$ cat config.mk
export PLATFORM = sky130hd
export DESIGN_NAME = lc3_memio
export DESIGN_NICKNAME = d
export VERILOG_FILES = /design/src/rtl/lc3_memio.sv
export SDC_FILE = /design/constraint.sdc
export NUM_CORES = 1
export LEC_CHECK = 0
export CORE_MARGIN = 4
export CORE_UTILIZATION = 40
export CTS_CLUSTER_SIZE = 30
export DETAILED_ROUTE_END_ITERATION = 10
export GPL_TIMING_DRIVEN = 1
export PLACE_DENSITY_LB_ADDON = 0.12
export SLEW_MARGIN = 10
export SYNTH_ARGS = -nofsm -noshare
export SYNTH_HDL_FRONTEND = slang
export SYNTH_SLANG_ARGS = --single-unit
export TNS_END_PERCENT = 30
$ cat constraint.sdc
create_clock -name clk -period 4.1 [get_ports clk]
set_input_delay 0.615 -clock clk [delete_from_list [all_inputs] [get_ports clk]]
set_output_delay 0.615 -clock clk [all_outputs]
set_load 0.02 [all_outputs]
$ cat src/rtl/lc3_memio.sv
// LC-3 memory-bus slave: passes ordinary addresses through to external RAM and
// decodes the xFE00-xFFFF device page into keyboard, display and machine-control registers.
module lc3_memio #(
  parameter logic [15:0] KBSR_ADDR = 16'hFE00,
  parameter logic [15:0] KBDR_ADDR = 16'hFE02,
  parameter logic [15:0] DSR_ADDR  = 16'hFE04,
  parameter logic [15:0] DDR_ADDR  = 16'hFE06,
  parameter logic [15:0] MCR_ADDR  = 16'hFFFE,
  parameter logic [15:0] DEV_BASE  = 16'hFE00
) (
  input  logic        clk,
  input  logic        rst,
  input  logic [15:0] memory_addr,
  input  logic [15:0] memory_din,
  input  logic        memWE,
  output logic [15:0] memory_dout,
  output logic [15:0] ram_addr,
  output logic [15:0] ram_din,
  output logic        ram_we,
  input  logic [15:0] ram_dout,
  input  logic        kb_valid,
  input  logic [7:0]  kb_data,
  output logic        kb_ready,
  output logic        kb_irq,
  output logic        disp_valid,
  output logic [7:0]  disp_data,
  input  logic        disp_ready,
  output logic        run
);
  typedef enum logic {DISP_IDLE, DISP_BUSY} disp_st_e;

  disp_st_e    disp_st_q, disp_st_d;
  logic        kb_rdy_q, kb_rdy_d;
  logic        kb_ie_q, kb_ie_d;
  logic [7:0]  kbdr_q, kbdr_d;
  logic [7:0]  disp_data_q, disp_data_d;
  logic [15:0] mcr_q, mcr_d;
  logic        dev;

  assign dev        = (memory_addr >= DEV_BASE);
  assign ram_addr   = memory_addr;
  assign ram_din    = memory_din;
  assign ram_we     = memWE & ~dev;
  assign kb_ready   = ~kb_rdy_q;
  assign kb_irq     = kb_rdy_q & kb_ie_q;
  assign disp_valid = (disp_st_q == DISP_BUSY);
  assign disp_data  = disp_data_q;
  assign run        = mcr_q[15];

  always_comb begin
    memory_dout = 16'h0000;
    if (!dev) begin
      memory_dout = ram_dout;
    end else begin
      case (memory_addr)
        KBSR_ADDR: memory_dout = {kb_rdy_q, kb_ie_q, 14'b0};
        KBDR_ADDR: memory_dout = {8'h00, kbdr_q};
        DSR_ADDR:  memory_dout = {disp_st_q == DISP_IDLE, 15'b0};
        MCR_ADDR:  memory_dout = mcr_q;
        default:   memory_dout = 16'h0000;
      endcase
    end
  end

  always_comb begin
    kb_rdy_d    = kb_rdy_q;
    kb_ie_d     = kb_ie_q;
    kbdr_d      = kbdr_q;
    disp_st_d   = disp_st_q;
    disp_data_d = disp_data_q;
    mcr_d       = mcr_q;

    // Capture only happens while empty, so it can never race the read-clear.
    if (kb_valid && !kb_rdy_q) begin
      kbdr_d   = kb_data;
      kb_rdy_d = 1'b1;
    end else if (memory_addr == KBDR_ADDR && !memWE) begin
      kb_rdy_d = 1'b0;
    end
    if (memWE && memory_addr == KBSR_ADDR) kb_ie_d = memory_din[14];

    // DDR writes seen while busy are dropped so a held memWE cannot duplicate a char.
    case (disp_st_q)
      DISP_IDLE: if (memWE && memory_addr == DDR_ADDR) begin
        disp_st_d   = DISP_BUSY;
        disp_data_d = memory_din[7:0];
      end
      DISP_BUSY: if (disp_ready) disp_st_d = DISP_IDLE;
      default:   disp_st_d = DISP_IDLE;
    endcase

    if (memWE && memory_addr == MCR_ADDR) mcr_d = memory_din;
  end

  always_ff @(posedge clk) begin
    if (rst) begin
      kb_rdy_q    <= 1'b0;
      kb_ie_q     <= 1'b0;
      kbdr_q      <= 8'h00;
      disp_st_q   <= DISP_IDLE;
      disp_data_q <= 8'h00;
      mcr_q       <= 16'h8000;
    end else begin
      kb_rdy_q    <= kb_rdy_d;
      kb_ie_q     <= kb_ie_d;
      kbdr_q      <= kbdr_d;
      disp_st_q   <= disp_st_d;
      disp_data_q <= disp_data_d;
      mcr_q       <= mcr_d;
    end
  end
endmodule
==> metrics.yaml, run 1 <==
status: "finished, final reports clean"
synth_top_area_frac: 0.340
core_area_um2: 4850
p_leak_nw: 1.18
htree_levels: 2
cts_tree: "built"
drc_errors: 0
ctsHoldBuffers: 0
yosys.cell_types.count: 32
grt_use_total: 0.171
post_cts_buffers: 0
fmaxAchievable_mhz: 272
cap_viol_max_count: 0
period_share: 0.896
async_reset_ff_frac: 0
period_needed_ns: 3.67
crit_buf_inv: 2
synth_cells: 224
clockRootBuffer: "clkbuf_8"
clkSinkCount: 35
clk_latency_ns: 0.28
finalSetupTns_ns: 0
start_util: 0.425
seq_power_share: 0.401
avgSynthCellArea_um2: 9.20
ys_seq_area_frac: 0.340
dieArea_um2: 6360
antenna_found_initial: 0
synth_edf_count: 0
power_density_nw_per_um2: 272
portBuffers: 121
drt_iter0_markers: 48
nets: 372
clkPwrFrac: 0.370
synthFlopType: "dfxtp_1"
crit_family: "simple AND/OR/NAND/NOR gates"
dp.cells: 371
grt_pass1_vias: 1839
worstPathArrival_ns: 3.06
grt_pass1_wl_um: 8650
instances_no_fill: 379
synth_area_leaders: "dfxtp_1 (34%), mux2i_1 (16%), buf_4 (13%)"
final-hold-violation-count: 0
p_sw_frac: 0.241
worst_pin_slew_ns: 0.974
drive_gt1_frac: 0.0577
fp.dieH_um: 79.8
cpPeakStageDelay_ns: 0.60
drt-total-wl_um: 5520
finish.instance_area_um2: 3200
fillers: 425
worst-setup-path-type: "in2out"
syn_area_um2: 2060
vias: 1841
finalClockSkew_ns: 0.00437
synth_top_area_cell: "dfxtp_1"
grt_max_degree: 38
vias_per_cell: 4.86
detail_route.first_pass.iterations: 4
gp_congestion: 0.719
cp_max_fo: 11
rows: 25
hold_class: "reg2reg"
synth_nets: 285
die_x_um: 79.8
comb_power_share: 0.229
wl_per_cell_um: 14.6
ir_worst_vdd_v: 0.000199
post-dp-hpwl_um: 4390
ys_ff_latch: 35
internal_power_uw: 660
ys_warn_count: 0
io_pins: 122
antennaDiodeCount: 0
drv_slew: 0
placed_area_um2: 3090
clk_pin_slew_ns: 0.07
relSlewSlack: 0.348
cp-start-kind: "input port"
switching_power_uw: 210
setup_viol: 0
yosysMostFrequentCell: "nand2b_1"
yosys-top-cells-count: "nand2b_1 (39), buf_4 (36), dfxtp_1 (35)"
fin_total_pwr_uw: 870
numCtsBuffers: 5
clockBufferDepth: 2
rsz0062_at_grt: "false"
path_cells: "clkdlybuf4s50_1 -> nand4_1 -> or2_1 -> nor4_4 -> a21o_1 -> clkdlybuf4s50_1"
grt.overflow.total: 0
syn2layout_area_growth_pct: 55.4
critPathSlowestCell: "clkdlybuf4s50_1"
end_kind: "primary output"
post_cts_resized: 0
antenna_left: 0
worstPathRequired_ns: 3.48
crit_path_frequent_cell: "clkdlybuf4s50_1"
[cell type report]
class	instances	area, um2	share of cell area
repair buffers	126	1250	0.390
multi-input cells	139	1040	0.324
flip-flops and latches	35	701	0.219
well taps	67	83.8	0.0262
clock buffers	6	82.6	0.0258
clock inverters	2	35.0	0.0109
inverters	4	15.0	0.00469
[sequential cells by signal, indices dropped and copies added, names as in the netlist]
name	flops
kbdr_q	8
mcr_q	16
kb_rdy_q	1
kb_ie_q	1
disp_valid	1
disp_data	8
[worst register-to-register path, stage by stage, from the launching register on]
cell	delay, ns
dfxtp_1	0.35
nor2b_1	0.74
mux2i_1	0.29
nor2_1	0.06
[cell usage in the layout (no fill, tap or decap), types with 2 or more instances in the layout]
| master | instances |
|---|---|
| nand2b_1 | 39 |
| a32o_1 | 8 |
| or3_1 | 2 |
| nor4_2 | 3 |
| mux2i_1 | 32 |
| a22o_1 | 6 |
| inv_1 | 4 |
| buf_4 | 5 |
| nand3_1 | 4 |
| nor2_1 | 14 |
| a21o_1 | 8 |
| clkdlybuf4s50_1 | 121 |
| nand4_1 | 2 |
| nand2_1 | 5 |
| and2_1 | 2 |
| nor2b_1 | 2 |
| dfxtp_1 | 35 |
| clkbuf_8 | 6 |
[path summary, 6_finish.rpt]
path / from / end / slack, ns / cells after the start
setup / recovery: memory_addr[10] / memory_dout[6] / 0.43 / 6
hold / removal: disp_data[3] / disp_data[3] / 0.47 / 2
setup reg to reg: kb_rdy_q / kbdr_q[1] / 2.52 / 3
hold reg to reg: disp_data[3] / disp_data[3] / 0.47 / 2
[metrics by stage]
step	utilization	hold slack, ns	setup slack (ns)
final	0.661	0.471	0.427
after detailed placement	0.636	0.459	0.431
after CTS	0.661	0.474	0.424
after global placement	0.636	0.456	0.498
after global routing	0.661	0.487	0.281
after floorplan	-	0.448	1.72
[cells by family after synthesis]
| logic type | share of synthesized area |
|---|---|
| AO/OA/AOI/OAI | 0.116 |
| buffers and inverters | 0.163 |
| flip-flops | 0.340 |
| multiplexers | 0.155 |
| AND/OR/NAND/NOR | 0.226 |
[power by group through the flow]
stage | sequential (mW) | clock [mW] | combinational [mW]
after floorplan | 0.355 | 0 | 0.102
after global placement | 0.356 | 0 | 0.199
after detailed placement | 0.356 | 0 | 0.201
after CTS | 0.348 | 0.333 | 0.201
after global routing | 0.349 | 0.348 | 0.212
final | 0.349 | 0.322 | 0.199
[metal layers]
layer / GRT usage / routed length, um / share of wire
met1: 0.194 / 2190 / 0.40
met5: 0 / 0 / 0
met2: 0.301 / 2730 / 0.50
met3: 0.0609 / 523 / 0.095
met4: 0.0490 / 69 / 0.013
No activity file was read; power rests on OpenSTA's default activity.
==> inputs of run 2 (changes only) <==
Settings changed: CORE_MARGIN 4 to 5, MAX_ROUTING_LAYER set to met4.
==> run 2 against run 1 <==
  * Final area fell by 0.31%
  * Critical path depth rose by 1
  * Total power shrank 4.8%
  * Sequential share of layout area increased by 0.069 points
  * Critical path type unchanged
  * Worst hold slack improved by 0.0024 ns
  * Largest cell class unchanged
==> metrics.yaml, run 2 (synthesized netlist as in run 1, its figures left out) <==
cpPeakStageDelay_ns: 0.61  # was 0.60 ns
wl_met2_um: 2800  # was 2730 um
antenna_found_initial: 0  # unchanged
post_cts_buffers: 0  # unchanged
cp_max_fo: 12  # was 11
wl_per_cell_um: 14.7  # was 14.6 um
grt_pass1_wl_um: 8640  # was 8650 um
htree_levels: 2  # unchanged
fp.dieH_um: 81.8  # was 79.8 um
hold_class: "reg2reg"  # unchanged
clockBufferDepth: 2  # unchanged
period_needed_ns: 3.59  # was 3.67 ns
setup_viol: 0  # unchanged
drv_slew: 0  # unchanged
dr_wl_met3_um: 403  # was 523 um
gp_congestion: 0.748  # was 0.719
grt_max_degree: 52  # was 38
vias: 1848  # was 1841
portBuffers: 121  # unchanged
rsz0062_at_grt: "false"  # unchanged
power_density_nw_per_um2: 259  # was 272 nW/um2
timing.hold.ws_ns: 0.474  # was 0.471 ns
post-dp-hpwl_um: 4320  # was 4390 um
clk_pin_slew_ns: 0.07  # about the same
min_to: "disp_data[1]"  # was disp_data[3]
io_pins: 122  # unchanged
drt-total-wl_um: 5620  # was 5520 um
worst-setup-path-type: "in2out"  # unchanged
status: "finished, final reports clean"  # unchanged
detail_route.first_pass.iterations: 4  # unchanged
crit_path_frequent_cell: "clkdlybuf4s50_1"  # unchanged
numCtsBuffers: 5  # unchanged
rows: 26  # was 25
vias_per_cell: 4.84  # was 4.86
fmaxAchievable_mhz: 278  # was 272 MHz
core_area_um2: 5040  # was 4850 um2
critPathSlowestCell: "clkdlybuf4s50_1"  # unchanged
drt_iter0_markers: 45  # was 48
nets: 372  # unchanged
syn2layout_area_growth_pct: 54.9  # was 55.4%
antenna_left: 0  # unchanged
cap_viol_max_count: 0  # unchanged
setup_slack_ns: 0.507  # was 0.427 ns
r2r-end: "kbdr_q[4]"  # was kbdr_q[1]
cts_tree: "built"  # unchanged
fin_total_pwr_uw: 828  # was 870 uW
final-hold-violation-count: 0  # unchanged
worstPathArrival_ns: 2.98  # was 3.06 ns
relSlewSlack: 0.363  # was 0.348
cp-start-kind: "input port"  # unchanged
ctsHoldBuffers: 0  # unchanged
finalSetupTns_ns: 0  # unchanged
ir_worst_vdd_v: 0.000160  # was 0.000199 V
clk_latency_ns: 0.28  # about the same
crit_buf_inv: 3  # was 2
post_cts_resized: 0  # unchanged
die_x_um: 81.8  # was 79.8 um
antennaDiodeCount: 0  # unchanged
path_cells: "clkdlybuf4s50_1 -> nand4_1 -> or2_1 -> buf_4 -> or3_1 -> nand3_1 -> clkdlybuf4s50_1"  # was clkdlybuf4s50_1 -> nand4_1 -> or2_1 -> nor4_4 -> a21o_1 -> clkdlybuf4s50_1
r2r-start: "kb_rdy_q"  # unchanged
final_cell_mix: "clkdlybuf4s50_1 (121), nand2b_1 (39), dfxtp_1 (35), mux2i_1 (32), nor2_1 (14)"  # unchanged
wl_met1_um: 2350  # was 2190 um
drive_gt1_frac: 0.0577  # unchanged
hold_depth: 2  # unchanged
crit_family: "buffers and inverters"  # was simple AND/OR/NAND/NOR gates
highest_layer: "met4"  # unchanged
r2r_setup_slack_ns: 2.56  # was 2.52 ns
final_common_cell: "clkdlybuf4s50_1"  # unchanged
rr_worst_depth: 3  # unchanged
top_register: "mcr_q"  # unchanged
worst_pin_slew_ns: 0.953  # was 0.974 ns
drc_errors: 0  # unchanged
p_leak_nw: 1.17  # was 1.18 nW
end_kind: "primary output"  # unchanged
clkSinkCount: 35  # unchanged
period_share: 0.876  # was 0.896
worstPathRequired_ns: 3.48  # about the same
clockRootBuffer: "clkbuf_8"  # unchanged
grt_use_total: 0.172  # was 0.171
min_from: "disp_data[1]"  # was disp_data[3]
largest_reg_flops: 16  # unchanged
start_util: 0.409  # was 0.425
finalClockSkew_ns: 0.00444  # was 0.00437 ns
grt_pass1_vias: 1842  # was 1839
dieArea_um2: 6690  # was 6360 um2
grt.overflow.total: 0  # unchanged
post-place-ws_ns: 0.493  # was 0.431 ns
run 2: changes by cell type in the layout (fill, tap and decap cells not counted), sizes merged:
cell	before	now
clkinvlp	0	1
clkbuf	6	7
clkinv	1	0
bufinv	1	0
run 2: layout make-up:
| type | count | area [um2] |
|---|---|---|
| timing repair buffer | 126 | 1250 |
| sequential | 35 | 701 |
| tap | 70 | 87.6 |
| inverter | 4 | 15.0 |
| clock buffer | 7 | 96.3 |
| fill | 438 | 1850 |
| multi-input combinational | 139 | 1040 |
| clock inverter | 1 | 7.51 |
run 2: layer usage:
metal | track usage | up-vias
met5 | - | -
met4 | 0.0548 | 0
met2 | 0.295 | 64
met3 | 0.0362 | 7
met1 | 0.201 | 855
li1 | - | 922
run 2: tightest hold or removal path: cells and delay by family (launching register included):
family	cells	cell delay (ns)
flops	1	0.31
mux	1	0.06
simple gates	1	0.06
run 2: how the worst max path moves through the flow:
stage                                from              end  slack [ns]  cells after the start
after floorplan            memory_addr[9]   memory_dout[0]        1.72                      5
after global placement     memory_addr[9]   memory_dout[6]        0.53                      6
after detailed placement   memory_addr[9]   memory_dout[6]        0.49                      6
after CTS                 memory_addr[11]   memory_dout[6]        0.48                      6
after global routing       memory_addr[9]   memory_dout[6]        0.34                      6
final                      memory_addr[9]  memory_dout[15]        0.51                      7
run 2: metrics by stage:
stage	cell area, um2	instances	utilization
after global routing	3190	382	0.633
after detailed placement	3090	374	0.613
after floorplan	2060	224	-
after global placement	3090	374	0.613
after CTS	3190	382	0.633
final	3190	382	0.633
run 2: report_power, final:
group | internal, mW | switching [mW]
Sequential | 0.345 | 0.00320
Combinational | 0.118 | 0.0819
Clock | 0.153 | 0.127
==> inputs of run 3 (changes only) <==
Settings changed: GPL_TIMING_DRIVEN 1 to 0.
==> run 3 against run 2 <==
  * Combinational power rose by 12%
  * Setup slack got worse by 0.071 ns
  * Sequential share of layout area shrank 1.6 points
  * First-iteration DRC count grew 58%
  * Die area is the same
  * Clock power down 15%
  * Critical path depth is 1 higher
  * Via count is 8.1% higher
  * Flip-flop and latch count unchanged
  * Clock-buffer cell count stayed put
==> metrics.yaml, run 3 (synthesized netlist as in run 1, its figures left out) <==
rows: 26  # unchanged
htree_levels: 2  # unchanged
grt_pass1_vias: 1957  # was 1842
drt_iter0_markers: 71  # was 45
setup_viol: 0  # unchanged
drc_errors: 0  # unchanged
post-place-ws_ns: 0.416  # was 0.493 ns
die_x_um: 81.8  # unchanged
cp-start-kind: "input port"  # unchanged
finalSetupTns_ns: 0  # unchanged
r2r-end: "disp_data[1]"  # was kbdr_q[4]
rr_worst_depth: 3  # unchanged
drt-total-wl_um: 5930  # was 5620 um
ctsHoldBuffers: 0  # unchanged
end_kind: "primary output"  # unchanged
worst_pin_slew_ns: 0.510  # was 0.953 ns
core_area_um2: 5040  # unchanged
p_leak_nw: 1.34  # was 1.17 nW
largest_reg_flops: 16  # unchanged
final_cell_mix: "clkdlybuf4s50_1 (121), nand2b_1 (39), buf_4 (36), dfxtp_1 (35), mux2i_1 (32)"  # was clkdlybuf4s50_1 (121), nand2b_1 (39), dfxtp_1 (35), mux2i_1 (32), nor2_1 (14)
instances_no_fill: 423  # was 382
min_from: "mcr_q[9]"  # was disp_data[1]
post-dp-hpwl_um: 4780  # was 4320 um
antenna_found_initial: 0  # unchanged
critPathLaunch: "memory_addr[9]"  # unchanged
vias_per_cell: 4.72  # was 4.84
grt_use_total: 0.178  # was 0.172
antennaDiodeCount: 0  # unchanged
drv_slew: 0  # unchanged
clk_pin_slew_ns: 0.07  # about the same
relSlewSlack: 0.657  # was 0.363
cap_viol_max_count: 0  # unchanged
r2r-start: "disp_valid"  # was kb_rdy_q
numCtsBuffers: 5  # unchanged
period_share: 0.894  # was 0.876
fillers: 435  # was 438
hold_depth: 2  # unchanged
portBuffers: 121  # unchanged
clockRootBuffer: "clkbuf_8"  # unchanged
fp.dieH_um: 81.8  # unchanged
worstPathArrival_ns: 3.05  # was 2.98 ns
syn2layout_area_growth_pct: 67.0  # was 54.9%
cts_tree: "built"  # unchanged
antenna_left: 0  # unchanged
detail_route.first_pass.iterations: 4  # unchanged
clockBufferDepth: 2  # unchanged
wl_per_cell_um: 14.0  # was 14.7 um
clkSinkCount: 35  # unchanged
rsz0062_at_grt: "false"  # unchanged
final_common_cell: "clkdlybuf4s50_1"  # unchanged
grt_pass1_wl_um: 9080  # was 8640 um
setup_slack_ns: 0.436  # was 0.507 ns
vias: 1997  # was 1848
drive_gt1_frac: 0.142  # was 0.0577
worst-setup-path-type: "in2out"  # unchanged
start_util: 0.409  # unchanged
grt.overflow.total: 0  # unchanged
r2r_setup_slack_ns: 2.95  # was 2.56 ns
hold_class: "reg2reg"  # unchanged
min_to: "mcr_q[9]"  # was disp_data[1]
nets: 413  # was 372
dieArea_um2: 6690  # unchanged
power_density_nw_per_um2: 236  # was 259 nW/um2
cp_max_fo: 10  # was 12
worstPathRequired_ns: 3.48  # about the same
post_cts_buffers: 0  # unchanged
finalClockSkew_ns: 0.00287  # was 0.00444 ns
status: "finished, final reports clean"  # unchanged
final_util: 0.682  # was 0.633
io_pins: 122  # unchanged
grt_max_degree: 11  # was 52
gp_congestion: 0.763  # was 0.748
final-hold-violation-count: 0  # unchanged
fmaxAchievable_mhz: 273  # was 278 MHz
clk_latency_ns: 0.27  # was 0.28 ns
ir_worst_vdd_v: 0.000232  # was 0.000160 V
dp.cells: 415  # was 374
top_register: "mcr_q"  # unchanged
post_cts_resized: 0  # unchanged
period_needed_ns: 3.66  # was 3.59 ns
run 3: cell types whose count changed in the layout (fill, tap and decap cells not counted):
cell / change
buf_2: +4
buf_6: +1
clkbuf_8: -2
clkbuf_1: +7
clkinv_2: +1
buf_4: +31
clkinvlp_4: -1
nor4_1: +2
nor4_2: -2
run 3: how the worst max path moves through the flow:
stage | end | slack (ns) | depth (start not counted)
final | memory_dout[14] | 0.44 | 8
after global routing | memory_dout[12] | 0.29 | 8
after CTS | memory_dout[14] | 0.42 | 8
after detailed placement | memory_dout[14] | 0.42 | 8
after global placement | memory_dout[14] | 0.43 | 8
after floorplan | memory_dout[0] | 1.72 | 5
run 3: worst max-delay path, cell delays in order:
cell,delay (ns)
clkdlybuf4s50_1,0.48
nand4_1,0.14
nor4_1,0.42
buf_2,0.30
and2_1,0.15
buf_2,0.18
a221o_1,0.16
clkdlybuf4s50_1,0.60
run 3: area by class of cell:
| type | instances | area, um2 | area share |
|---|---|---|---|
| inverters | 4 | 15.0 | 0.00436 |
| clock inverters | 1 | 5.00 | 0.00145 |
| flip-flops and latches | 35 | 701 | 0.204 |
| multi-input cells | 139 | 1020 | 0.298 |
| clock buffers | 7 | 76.3 | 0.0222 |
| plain buffers | 46 | 320 | 0.0931 |
| well taps | 70 | 87.6 | 0.0255 |
| repair buffers | 121 | 1210 | 0.352 |
run 3: report_power, final:
group	total, mW	leakage [nW]	internal, mW	switching, mW
combinational	0.224	1.01	0.137	0.0869
sequential	0.348	0.283	0.345	0.00306
clock	0.238	0.0422	0.119	0.119
run 3: per-layer routing:
layer / up-vias / routed length (um) / GRT usage
li1: 995 / - / -
met1: 920 / 2370 / 0.207
met2: 72 / 2970 / 0.306
met3: 10 / 501 / 0.0406
met4: 0 / 86 / 0.0498
met5: - / 0 / -
run 3: stage by stage:
stage | hold WS (ns) | total power, mW | cell area (um2)
after global routing | 0.491 | 0.855 | 3440
after detailed placement | 0.462 | 0.582 | 3360
after CTS | 0.475 | 0.822 | 3440
after floorplan | 0.448 | 0.457 | 2060
final | 0.474 | 0.810 | 3440
after global placement | 0.456 | 0.579 | 3360
